**src/rtl/stage_if_prefetch_pkg.sv**
```systemverilog
// rtl/stage_if_prefetch_pkg.sv - shared defaults and constants for the IF prefetch stage
package stage_if_prefetch_pkg;

  localparam int          DEF_PC_WIDTH     = 32;
  localparam int          DEF_INST_WIDTH   = 32;
  localparam logic [31:0] DEF_RESET_VECTOR = 32'h0000_0000;
  localparam int          PC_INC           = 4;

  // Bits needed to hold any value in 0..max_val inclusive.
  function automatic int cnt_width(input int max_val);
    return $clog2(max_val + 1);
  endfunction

endpackage

```
**src/rtl/stage_if_prefetch_sync_fifo.sv**
```systemverilog
// rtl/stage_if_prefetch_sync_fifo.sv - prefetch buffer FIFO with flush and occupancy count
module stage_if_prefetch_sync_fifo #(
  parameter int WIDTH = 32,
  parameter int DEPTH = 4,
  parameter int CW    = $clog2(DEPTH) + 1
) (
  input  logic             clk,
  input  logic             reset_n,
  input  logic             i_push,
  input  logic [WIDTH-1:0] i_data,
  input  logic             i_pop,
  input  logic             i_flush,
  output logic [WIDTH-1:0] o_data,
  output logic             o_full,
  output logic             o_empty,
  output logic [CW-1:0]    o_count
);

  localparam int AW = $clog2(DEPTH);

  logic [WIDTH-1:0] r_mem [DEPTH];
  logic [AW:0]      r_wr_ptr;
  logic [AW:0]      r_rd_ptr;
  logic             w_wr_en;
  logic             w_rd_en;

  // Extra pointer MSB distinguishes full from empty when the index bits match.
  assign o_empty = (r_wr_ptr == r_rd_ptr);
  assign o_full  = (r_wr_ptr[AW] != r_rd_ptr[AW]) &&
                   (r_wr_ptr[AW-1:0] == r_rd_ptr[AW-1:0]);
  assign o_count = CW'(r_wr_ptr - r_rd_ptr);
  assign o_data  = r_mem[r_rd_ptr[AW-1:0]];

  // A push into a full buffer is only legal when the head leaves in the same cycle.
  assign w_wr_en = i_push && (!o_full || i_pop) && !i_flush;
  assign w_rd_en = i_pop && !o_empty && !i_flush;

  // Pointer update; flush empties the buffer and overrides push/pop.
  always_ff @(posedge clk or negedge reset_n) begin
    if (!reset_n) begin
      r_wr_ptr <= '0;
      r_rd_ptr <= '0;
    end else if (i_flush) begin
      r_wr_ptr <= '0;
      r_rd_ptr <= '0;
    end else begin
      if (w_wr_en) r_wr_ptr <= r_wr_ptr + 1'b1;
      if (w_rd_en) r_rd_ptr <= r_rd_ptr + 1'b1;
    end
  end

  // Storage write; contents need no reset since empty gates visibility.
  always_ff @(posedge clk) begin
    if (w_wr_en) r_mem[r_wr_ptr[AW-1:0]] <= i_data;
  end

endmodule

```
**src/rtl/stage_if_prefetch.sv**
```systemverilog
// rtl/stage_if_prefetch.sv - IF stage: credit-based IMEM prefetch, redirect flush (FETCH_MISALIGN_CHK_EN)
module stage_if_prefetch
  import stage_if_prefetch_pkg::*;
#(
  parameter int                  PC_WIDTH        = DEF_PC_WIDTH,
  parameter int                  INST_WIDTH      = DEF_INST_WIDTH,
  parameter int                  FIFO_DEPTH      = 4,
  parameter int                  MAX_OUTSTANDING = 4,
  parameter logic [PC_WIDTH-1:0] RESET_VECTOR    = PC_WIDTH'(DEF_RESET_VECTOR)
) (
  input  logic                  clk,
  input  logic                  reset_n,
  input  logic                  i_redirect_valid,
  input  logic [PC_WIDTH-1:0]   i_redirect_pc,
  output logic                  o_imem_req_valid,
  input  logic                  i_imem_req_ready,
  output logic [PC_WIDTH-1:0]   o_imem_req_addr,
  input  logic                  i_imem_rsp_valid,
  input  logic [INST_WIDTH-1:0] i_imem_rsp_data,
  output logic                  o_inst_valid,
  input  logic                  i_inst_ready,
  output logic [INST_WIDTH-1:0] o_inst,
  output logic [PC_WIDTH-1:0]   o_inst_pc,
  output logic [PC_WIDTH-1:0]   o_inst_pc_next,
  output logic                  o_misalign_fault
);

  localparam int OW  = cnt_width(MAX_OUTSTANDING);
  localparam int FCW = $clog2(FIFO_DEPTH) + 1;
  localparam logic [PC_WIDTH-1:0] W_PC_INC = PC_WIDTH'(PC_INC);

  logic [PC_WIDTH-1:0] r_fetch_pc;
  logic [PC_WIDTH-1:0] r_head_pc;
  logic [OW-1:0]       r_outstanding;
  logic [OW-1:0]       r_discard;
  logic                r_run;

  logic [OW-1:0]       w_outstanding_next;
  logic [FCW-1:0]      w_fifo_count;
  logic                w_fifo_empty;
  logic                w_fifo_full_unused;
  logic                w_credit_ok;
  logic                w_req_fire;
  logic                w_rsp_drop;
  logic                w_push;
  logic                w_pop;
  logic                w_halt;
  logic [PC_WIDTH-1:0] w_redirect_pc_load;

`ifdef FETCH_MISALIGN_CHK_EN
  logic r_misalign;

  // Sticky fault: any unaligned redirect halts fetching until reset.
  always_ff @(posedge clk or negedge reset_n) begin
    if (!reset_n) r_misalign <= 1'b0;
    else if (i_redirect_valid && (i_redirect_pc[1:0] != 2'b00)) r_misalign <= 1'b1;
  end

  assign w_halt             = r_misalign;
  assign o_misalign_fault   = r_misalign;
  assign w_redirect_pc_load = i_redirect_pc;
`else
  logic w_unused_pc_lsb;

  assign w_unused_pc_lsb    = ^i_redirect_pc[1:0];
  assign w_halt             = 1'b0;
  assign o_misalign_fault   = 1'b0;
  assign w_redirect_pc_load = {i_redirect_pc[PC_WIDTH-1:2], 2'b00};
`endif

  // Credits: in-flight plus buffered never exceeds the buffer, so responses always have a slot.
  assign w_credit_ok = ((32'(r_outstanding) + 32'(w_fifo_count)) < 32'(FIFO_DEPTH)) &&
                       (32'(r_outstanding) < 32'(MAX_OUTSTANDING));

  assign o_imem_req_valid = r_run && !i_redirect_valid && !w_halt && w_credit_ok;
  assign o_imem_req_addr  = r_fetch_pc;
  assign w_req_fire       = o_imem_req_valid && i_imem_req_ready;

  assign w_rsp_drop = i_imem_rsp_valid && (r_discard != '0);
  assign w_push     = i_imem_rsp_valid && !w_rsp_drop && !i_redirect_valid;
  assign o_inst_valid = !w_fifo_empty;
  assign w_pop      = o_inst_valid && i_inst_ready && !i_redirect_valid;

  assign o_inst_pc      = r_head_pc;
  assign o_inst_pc_next = r_head_pc + W_PC_INC;

  // A request issued and a response retired in the same cycle cancel out.
  always_comb begin
    w_outstanding_next = r_outstanding;
    case ({w_req_fire, i_imem_rsp_valid})
      2'b10:   w_outstanding_next = r_outstanding + OW'(1);
      2'b01:   w_outstanding_next = r_outstanding - OW'(1);
      default: w_outstanding_next = r_outstanding;
    endcase
  end

  // Fetch is enabled from the first edge after reset release.
  always_ff @(posedge clk or negedge reset_n) begin
    if (!reset_n) r_run <= 1'b0;
    else          r_run <= 1'b1;
  end

  // Fetch and head PCs: redirect reloads both, otherwise advance on issue / pop.
  always_ff @(posedge clk or negedge reset_n) begin
    if (!reset_n) begin
      r_fetch_pc <= RESET_VECTOR;
      r_head_pc  <= RESET_VECTOR;
    end else if (i_redirect_valid) begin
      r_fetch_pc <= w_redirect_pc_load;
      r_head_pc  <= w_redirect_pc_load;
    end else begin
      if (w_req_fire) r_fetch_pc <= r_fetch_pc + W_PC_INC;
      if (w_pop)      r_head_pc  <= r_head_pc + W_PC_INC;
    end
  end

  // Every response still in flight after a redirect belongs to the old path and is discarded;
  // no request issues in a redirect cycle, so the post-edge outstanding count is that number.
  always_ff @(posedge clk or negedge reset_n) begin
    if (!reset_n) begin
      r_outstanding <= '0;
      r_discard     <= '0;
    end else begin
      r_outstanding <= w_outstanding_next;
      if (i_redirect_valid) r_discard <= w_outstanding_next;
      else if (w_rsp_drop)  r_discard <= r_discard - OW'(1);
    end
  end

  stage_if_prefetch_sync_fifo #(
    .WIDTH (INST_WIDTH),
    .DEPTH (FIFO_DEPTH),
    .CW    (FCW)
  ) u_fifo (
    .clk     (clk),
    .reset_n (reset_n),
    .i_push  (w_push),
    .i_data  (i_imem_rsp_data),
    .i_pop   (w_pop),
    .i_flush (i_redirect_valid),
    .o_data  (o_inst),
    .o_full  (w_fifo_full_unused),
    .o_empty (w_fifo_empty),
    .o_count (w_fifo_count)
  );

endmodule

```
**config.mk**
```make
export PLATFORM = sky130hd
export DESIGN_NAME = stage_if_prefetch
export DESIGN_NICKNAME = d
export VERILOG_FILES = /design/src/rtl/stage_if_prefetch_pkg.sv /design/src/rtl/stage_if_prefetch_sync_fifo.sv /design/src/rtl/stage_if_prefetch.sv
export SDC_FILE = /design/constraint.sdc
export NUM_CORES = 1
export LEC_CHECK = 0
export CELL_PAD_IN_SITES_DETAIL_PLACEMENT = 1
export CELL_PAD_IN_SITES_GLOBAL_PLACEMENT = 1
export CORE_AREA = 2 2 180 182
export DETAILED_ROUTE_END_ITERATION = 8
export DIE_AREA = 0 0 182 184
export PLACE_DENSITY_LB_ADDON = 0.1
export SYNTH_ARGS = -nofsm -noshare
export SYNTH_HDL_FRONTEND = slang
export SYNTH_SLANG_ARGS = --single-unit
```
**constraint.sdc**
```tcl
create_clock -name clk -period 5.2 [get_ports clk]
set_input_delay 1.04 -clock clk [delete_from_list [all_inputs] [get_ports clk]]
set_output_delay 1.04 -clock clk [all_outputs]
set_load 0.03 [all_outputs]
```
# == Word level (Yosys, flattened, before mapping) ==
# Memory sizes are Yosys's and may differ from the RTL's.
# Index checks and enable logic that the tools add are counted.
# word_totals
output_inout_bits,131
reg_bits,77
n_memories,1
mem_bits_rw,128
input_bits,70
# mem_list
memory,depth,width,rd,rd_ports_with_merged_regs,write_ports,line_no,source
u_fifo.r_mem,4,32,1,0,1,stage_if_prefetch_sync_fifo.sv:21,logic [WIDTH-1:0] r_mem [DEPTH];
# op_classes
mux,13
eq_ne,5
order_cmp,2
n_addsub,9
n_reduce_logical,25
# op_table
op,n
$mux W32,4
$add A32 B3 Y32 const B,2
$mux W3,6
$logic_and A1 B1 Y1,14
$reduce_bool A2 Y1,5
$add A3 B1 Y3 const B,3
$pmux W3 S2,1
$sub A3 B1 Y3 const B,2
$add A3 B3 Y4,1
$logic_not A1 Y1,4
$lt A4 B3 Y1 const B,1
$eq A3 B3 Y1,1
$lt A3 B3 Y1 const B,1
$reduce_bool A3 Y1,1
$sub A3 B3 Y3,1
$eq A2 B1 Y1 const B,1
$eq A2 B2 Y1,1
$eq A2 B2 Y1 const B,1
$mux W1,2
$logic_or A1 B1 Y1,1
$ne A1 B1 Y1,1

# == Longest topological paths before layout ==
# Gate-level depths: netlist (run 1).
# logic_depth
word_depth,9
ltp_mapped,19

# == Hierarchy ==
# From an unflattened synthesis (run 1), not the netlist that was laid out.
# hier_totals
hier_cells,726
hier_area_um2,9454.1
# modules_own_cells
mod,cells_each,n_inst,area_per_inst_um2
stage_if_prefetch_sync_fifo,222,1,5122.4
stage_if_prefetch,504,1,4331.7

# == Worst setup path before layout (run 1) ==
# Ideal clock, no wire load.
# synth_timing
kind,register to register
start,register u_fifo.r_rd_ptr[1]
end,register r_discard[2]
stages_incl_launch_ff,19
period_less_slack_ns,3.979
arrival_time_ns,3.897
path_slack_ns,1.221
path_cell_list,dfrtp_1 > clkbuf_1 > clkbuf_1 > inv_1 > fa_1 > ha_1 > and3b_1 > and4b_1 > inv_1 > clkbuf_1 > clkbuf_1 > ha_1 > inv_1 > fa_1 > xor2_1 > nor2_1 > xor2_1 > nand2_1 > o21ai_0
# synth_between
elab_chain_len,9
# synth_rtl
element,line_no,source
start: declaration,stage_if_prefetch_sync_fifo.sv:23,logic [AW:0] r_rd_ptr;
start signal: assignment,stage_if_prefetch_sync_fifo.sv:48,if (w_rd_en) r_rd_ptr <= r_rd_ptr + 1'b1;
$sub A3 B3 Y3 *,stage_if_prefetch_sync_fifo.sv:31,assign o_count = CW'(r_wr_ptr - r_rd_ptr);
$add A3 B3 Y4 *,stage_if_prefetch.sv:72,assign w_credit_ok = ((32'(r_outstanding) + 32'(w_fifo_count)) < 32'(FIFO_DEPTH)) &&
$lt A4 B3 Y1 *,stage_if_prefetch.sv:72,
$logic_and A1 B1 Y1 *,stage_if_prefetch.sv:72,
$logic_and A1 B1 Y1 *,stage_if_prefetch.sv:75,assign o_imem_req_valid = r_run && !i_redirect_valid && !w_halt && w_credit_ok;
$logic_and A1 B1 Y1 *,stage_if_prefetch.sv:77,assign w_req_fire = o_imem_req_valid && i_imem_req_ready;
$eq A2 B1 Y1 or $eq A2 B2 Y1 (tied branches),stage_if_prefetch.sv:90,"case ({w_req_fire, i_imem_rsp_valid})"
$pmux W3 S2 *,stage_if_prefetch.sv:90,
net w_outstanding_next[2],stage_if_prefetch.sv:38,logic [OW-1:0] w_outstanding_next;
$mux W3 *,stage_if_prefetch.sv:125,if (i_redirect_valid) r_discard <= w_outstanding_next;
end signal: assignment,stage_if_prefetch.sv:125,
end signal: assignment,stage_if_prefetch.sv:126,else if (w_rsp_drop) r_discard <= r_discard - OW'(1);
end: declaration,stage_if_prefetch.sv:35,logic [OW-1:0] r_discard;
# Mark *: on every way through the listed nets, which the timed path passes. The rest lies on a longest branch.
# A chain may end at the register's enable or synchronous reset.

# == Worst setup path after layout (run 1) ==
# layout_timing
start,register r_head_pc[2] (netlist: o_inst_pc[2])
end,output o_inst_pc_next[22]
# layout_between
elab_chain_len,1
# layout_rtl
element,line_no,source
start: declaration,stage_if_prefetch.sv:33,logic [PC_WIDTH-1:0] r_head_pc;
start signal: assignment,stage_if_prefetch.sv:110,r_head_pc <= w_redirect_pc_load;
start signal: assignment,stage_if_prefetch.sv:113,if (w_pop) r_head_pc <= r_head_pc + W_PC_INC;
$add A32 B3 Y32,stage_if_prefetch.sv:85,assign o_inst_pc_next = r_head_pc + W_PC_INC;
end: declaration,stage_if_prefetch.sv:24,"output logic [PC_WIDTH-1:0] o_inst_pc_next,"
# No other way between the ends.

==> metrics.md, run 1 <==
| Metric | Value |
|---|---|
| Status | complete, no violations |
| Hold crit path type | flip-flop to flip-flop |
| Die area | 33,500 sq um |
| CP required | 4.16 ns |
| Synth area leaders | edfxtp_1, dfrtp_1, mux4_2, nand2_1, xnor2_1 |
| Ys async rst share | 36.3% |
| Post-synthesis cell count | 706 |
| Hold wc startpoint | u_fifo.r_wr_ptr[2] |
| Min-Delay Endpoint | u_fifo.r_wr_ptr[2] |
| Clock Latency Late Sink | 0.51 ns |
| Period utilization | 90.1% |
| Worst path cell trace | ha_1, nand3_2, or4_1, nor2_1, nand2_1, xnor2_1, clkdlybuf4s50_1 |
| Antenna violations before repair | 0 |
| Final Hold Viols | 0 |
| Synth warn | 0 |
| Area after DPL | 11,600 sq um |
| Final HPWL DP | 18,900 microns |
| WHS Path Cells | 1 |
| Reg2reg path depth | 19 |
| CTS Buf Count | 24 |
| Clock-pin transition on the worst setup and hold timing paths | 0.06 ns |
| Design area | 12,500 sq um |
| Critical Setup Path Class | flip-flop to output pin |
| Placed cells | 1,269 |
| Post-CTS setup buffer count | 0 |
| Setup TNS | 0 ns |
| R2R Setup Slk | 1.18 ns |
| Max incr delay on CP | 0.89 ns |
| Final max-slew violation count | 0 |
| Tot GR Track Use | 16.6% |
| Most frequent cells in the layout | clkdlybuf4s50_1, edfxtp_1, nand2_1 |
| # nets final | 979 |
| GPL Wtd Cong | 0.793 |
| N_diodes | 0 |
| Cell area after synthesis | 9330 sq um |
| CTS tree | yes |
| Core ar. | 31,400 sq um |
| Routed WL | 27,700 microns |
| Reg-to-Reg Start | u_fifo.r_wr_ptr[0] |
| Yosys reg bits | 201 |
| Grt total ovfl | 0 |
| Post-CTS Hold Buffers | 0 |
| Yosys top cell by area | edfxtp_1 |
| DR iter-0 viols | 342 |
| F_max | 213 MHz |
| Share of the synthesized area in the top cell type | 41.2% |
| Pre-antenna DRT Iters | 5 |
| Slew HR | 30.2% |
| # fillers | 3,270 |
| Final ANT Viol Nets | 0 |
| Min cycle time layout | 4.68 ns |
| Mean Syn Cell Area | 13.2 sq um |
| Unrepaired setup endpoints after global routing | false |
| EDFF count, synth | 128 |
| Largest net degree at the start of global routing | 74 |
| Critical Path End Type | output pin |
| CTS root buffer | clkbuf_16 |
| Synth Flop Type | edfxtp_1 |
| Resize count post-CTS | 0 |
| Global-route wire length before repair | 43,000 microns |
| Htree depth | 1 |
| Sequential area share after synthesis | 60.8% |
| Clock Sinks | 201 |
| Vias in the first global route | 7,321 |
| Max rail drop VDD | 0.000206 V |
| Skew final | 0.00991 ns |
| Worst Slack Setup Final | 0.515 ns |
| Max_cap viols | 0 |
| Starting Density | 29.7% |
| Area Growth Syn to Fin | 33.4% |
| WP data arrival | 3.64 ns |
| FF-to-FF End | r_discard[2] |
| Die X | 182 microns |
| Clock Path Buffers | 3 |
| Commonest non-fill, non-tap cell in the layout | clkdlybuf4s50_1 |
| Fraction of layout cells with a size suffix above 1 | 11.1% |
| Wire per inst | 21.2 microns |
| Via count | 6,576 |
| Pin slew with the least headroom to its limit | 1.05 ns |
| Worst slack at placement | 1.02 ns |
| Number of remaining DRC errors | 0 |
| Startpoint Class | flip-flop |
| Crit path max fanout | 10 |
| Final setup viols | 0 |
| Post-route non-filler standard cell count | 1,312 |
| IO Count | 201 |
| Number of I/O port buffers | 191 |
| Pwr Density | 413 nW/um^2 |
| Hold Slack | 0.543 ns |
| Vias per cell | 5.01 |
| Leak pwr | 4.37 nW |
| Yosys cell types | 52 |
| Die Span Y | 184 microns |
| Worst path slowest cell | or4_1 |
| Row count | 65 |
## worst max-delay path: cells and delay by family (launching register included)
kind,cells,cell delay [ns]
XOR/XNOR,1,0.17
adder cells (fa/ha/maj),1,0.26
buffers and inverters,1,0.69
flip-flops,1,0.45
AND/OR/NAND/NOR,4,1.55
## routing by layer
layer / GRT usage [%] / up-vias / share of wire (%)
met5: 0 / - / 0
met4: 4.84 / 0 / 2.4
met3: 3.31 / 44 / 5.3
met2: 28.0 / 180 / 49
met1: 21.8 / 3362 / 44
li1: - / 2990 / -
## worst max-delay path by stage
stage                             from                 end  slack (ns)  cells past startpoint
finish                    o_inst_pc[2]  o_inst_pc_next[22]        0.52                      7
global route              o_inst_pc[2]  o_inst_pc_next[28]        0.29                      7
CTS                       o_inst_pc[2]  o_inst_pc_next[22]        0.45                      7
detailed placement        o_inst_pc[2]  o_inst_pc_next[22]        1.02                      7
global placement          o_inst_pc[2]  o_inst_pc_next[24]        1.07                      7
floorplan           u_fifo.r_rd_ptr[1]        r_discard[2]        1.22                     18
## registers in the layout (all words and copies together), names as in the netlist
register / cells
u_fifo.r_wr_ptr: 3
r_run: 1
o_imem_req_addr: 30
u_fifo.r_mem: 128
o_inst_pc: 30
r_outstanding: 3
u_fifo.r_rd_ptr: 3
r_discard: 3
## synth_stat cells (8+ instances only)
library cell / instances
o21ai_1: 9
edfxtp_1: 128
xnor2_1: 33
nand4_1: 19
nor2_1: 29
dfrtp_1: 73
o211ai_1: 16
o311ai_0: 11
clkbuf_1: 26
ha_1: 14
buf_2: 9
nand3_1: 34
o21ai_0: 37
xor2_1: 32
and2_1: 8
a21oi_1: 10
inv_1: 20
and3_1: 13
mux4_2: 32
nand2_1: 77
## where the power goes
part           internal, W  switching, W  total (W)  leakage (nW)
Sequential         0.00182      0.000126    0.00195          2.04
Combinational     0.000606      0.000832    0.00144          1.92
Clock              0.00110      0.000651    0.00175         0.403
## cell families after synthesis
family | count (synthesis) | share of synthesized area (%)
simple gates | 227 | 13.3
flops | 201 | 60.8
compound gates | 95 | 6.25
xor+xnor | 65 | 6.10
buf+inv | 64 | 3.06
mux | 36 | 8.15
fa+ha+maj | 16 | 2.31
other cells | 2 | 0.0805
## through the flow
| stage | power [W] | utilization, % |
|---|---|---|
| after global routing | 0.00538 | 39.7 |
| after detailed placement | 0.00344 | 37.0 |
| after global placement | 0.00341 | 37.0 |
| final | 0.00514 | 39.7 |
| after floorplan | 0.00283 | - |
| after CTS | 0.00523 | 39.7 |
## cell type report
| class | instances | area [sq um] | area share [%] |
|---|---|---|---|
| inverters | 20 | 75.1 | 0.603 |
| clock buffers | 31 | 668 | 5.37 |
| multi-input cells | 447 | 3410 | 27.4 |
| repair buffers | 199 | 1960 | 15.8 |
| clock inverters | 12 | 163 | 1.31 |
| well taps | 402 | 503 | 4.04 |
| flip-flops and latches | 201 | 5670 | 45.6 |
(Power assumes the default switching activity.)
==> run 2: changes to the inputs <==
--- a/config.mk
+++ b/config.mk
@@ -10,6 +10,7 @@
 export CORE_AREA = 2 2 180 182
 export DETAILED_ROUTE_END_ITERATION = 8
 export DIE_AREA = 0 0 182 184
+export GPL_ROUTABILITY_DRIVEN = 0
 export PLACE_DENSITY_LB_ADDON = 0.1
 export SYNTH_ARGS = -nofsm -noshare
 export SYNTH_HDL_FRONTEND = slang
==> results of run 2 <==
The final DEF is identical to that of run 1; final timing and power are the same.
==> run 3: changes to the inputs <==
--- a/config.mk
+++ b/config.mk
@@ -12,6 +12,7 @@
 export DIE_AREA = 0 0 182 184
 export GPL_ROUTABILITY_DRIVEN = 0
 export PLACE_DENSITY_LB_ADDON = 0.1
+export REMOVE_ABC_BUFFERS = 1
 export SYNTH_ARGS = -nofsm -noshare
 export SYNTH_HDL_FRONTEND = slang
 export SYNTH_SLANG_ARGS = --single-unit
==> metrics.md, run 3 (same netlist as run 1, synthesis figures left out) <==
| Metric | Value |
|---|---|
| Status | complete, no violations |
| Die X | 182 microns (unchanged) |
| Pin slew with the least headroom to its limit | 1.05 ns (+0.00290 ns) |
| Global-route wire length before repair | 42,100 microns (-2.1%) |
| FF+latch area | 5670 sq um (unchanged) |
| IO Count | 201 (unchanged) |
| # nets final | 978 (-0.10%) |
| Max rail drop VDD | 0.000218 V (+5.7%) |
| Final Hold Viols | 0 (unchanged) |
| Pre-antenna DRT Iters | 4 (-1) |
| F_max | 214 MHz (+0.22%) |
| Critical Path End Type | output pin |
| Critical Setup Path Class | flip-flop to output pin |
| Largest register FFs | 128 (unchanged) |
| Htree depth | 1 (unchanged) |
| CTS tree | yes |
| DR iter-0 viols | 302 (-12%) |
| Vias in the first global route | 7,190 (-1.8%) |
| Most frequent cells in the layout | clkdlybuf4s50_1, edfxtp_1, nand2_1 |
| Clock-pin transition on the worst setup and hold timing paths | 0.06 ns (about the same) |
| Startpoint Class | flip-flop |
| Clock Path Buffers | 3 (unchanged) |
| Area of the multi-input gates | 3410 sq um (about the same) |
| Final ANT Viol Nets | 0 (unchanged) |
| Pwr Density | 404 nW/um^2 (-2.1%) |
| Min cycle time layout | 4.67 ns (-0.0101 ns) |
| Max_cap viols | 0 (unchanged) |
| Slew HR | 30.0% (-0.19 points) |
| Clock Sinks | 201 (unchanged) |
| Vias per cell | 5.00 (-0.27%) |
| Grt total ovfl | 0 (unchanged) |
| Final HPWL DP | 18,400 microns (-2.8%) |
| Final Power | 0.00500 W (-2.7%) |
| Tot GR Track Use | 16.2% (-0.38 points) |
| CTS Buf Count | 24 (unchanged) |
| Antenna violations before repair | 0 (unchanged) |
| Leak pwr | 4.33 nW (-0.89%) |
| Routed WL | 27,200 microns (-2.1%) |
| Clock Latency Late Sink | 0.52 ns (about the same) |
| N_diodes | 0 (unchanged) |
| CP required | 4.16 ns (about the same) |
| Number of remaining DRC errors | 0 (unchanged) |
| Crit path max fanout | 10 (unchanged) |
| Commonest non-fill, non-tap cell in the layout | clkdlybuf4s50_1 |
| Hold crit path type | flip-flop to flip-flop |
| Core ar. | 31,400 sq um (unchanged) |
| Skew final | 0.0124 ns (+0.00248 ns) |
| Starting Density | 29.7% (unchanged) |
| Via count | 6,558 (-0.27%) |
| Die Span Y | 184 microns (unchanged) |
| Number of I/O port buffers | 191 (unchanged) |
| Unrepaired setup endpoints after global routing | false |
| Area Growth Syn to Fin | 32.6% |
| Largest net degree at the start of global routing | 74 (unchanged) |
| Final max-slew violation count | 0 (unchanged) |
| Row count | 65 (unchanged) |
| Die area | 33,500 sq um (unchanged) |
| WP data arrival | 3.63 ns (about the same) |
| CTS root buffer | clkbuf_16 |
| Setup TNS | 0 ns (unchanged) |
| # fillers | 3,299 (+0.89%) |
| Fraction of layout cells with a size suffix above 1 | 10.7% (-0.44 points) |
| Post-CTS Hold Buffers | 0 (unchanged) |
| Resize count post-CTS | 0 (unchanged) |
| Post-CTS setup buffer count | 0 (unchanged) |
| Final setup viols | 0 (unchanged) |
| Wire per inst | 20.7 microns (-2.1%) |
| Period utilization | 89.9% (-0.19 points) |
| Utilization after layout | 39.4% (-0.24 points) |
[run 3: path summary, 6_finish.rpt]
| path | cells after the start | startpoint | slack (ns) | end |
|---|---|---|---|---|
| setup / recovery | 7 | o_inst_pc[2] | 0.53 | o_inst_pc_next[22] |
| hold reg to reg | 1 | r_outstanding[2] | 0.53 | r_outstanding[2] |
| hold / removal | 1 | r_outstanding[2] | 0.53 | r_outstanding[2] |
| min in group asynchronous | 1 | reset_n | 0.66 | o_imem_req_addr[23] |
| setup reg to reg | 16 | u_fifo.r_wr_ptr[0] | 1.38 | r_discard[1] |
| max in group asynchronous | 1 | reset_n | 3.75 | u_fifo.r_rd_ptr[0] |
[run 3: worst max-delay path, cell delays in order, from the launching register on]
cell and delay, ns:
dfrtp_1 0.44, ha_1 0.26, nand3_2 0.21, or4_1 0.90, nor2_1 0.32, nand2_1 0.10
xnor2_1 0.17, clkdlybuf4s50_1 0.70
[run 3: final cells by class]
type	count	share of cell area (%)
multi-input combinational	447	27.5
inverter	20	0.607
sequential	201	45.8
tap	402	4.06
clock buffer	32	5.18
clock inverter	12	0.960
timing repair buffer	198	15.8
[run 3: where the power goes]
| group | total [W] | internal [W] | switching, W |
|---|---|---|---|
| clock | 0.00161 | 0.000964 | 0.000649 |
| combinational | 0.00144 | 0.000607 | 0.000831 |
| sequential | 0.00195 | 0.00182 | 0.000124 |
[run 3: per-stage QoR]
step	area, sq um	hold slack, ns	worst slack [ns]	instances
after floorplan	9150	0.472	0.215	668
after global placement	11600	0.518	1.10	1268
after detailed placement	11600	0.517	1.01	1268
after CTS	12400	0.535	0.455	1312
after global routing	12400	0.555	0.317	1312
final	12400	0.529	0.526	1312
[run 3: metal layers]
metal | part of all wire (%) | vias up | track usage (%)
met1 | 43 | 3338 | 20.4
li1 | - | 2998 | -
met3 | 5.8 | 35 | 3.92
met2 | 50 | 187 | 28.4
met4 | 1.8 | 0 | 3.58
met5 | 0 | - | 0
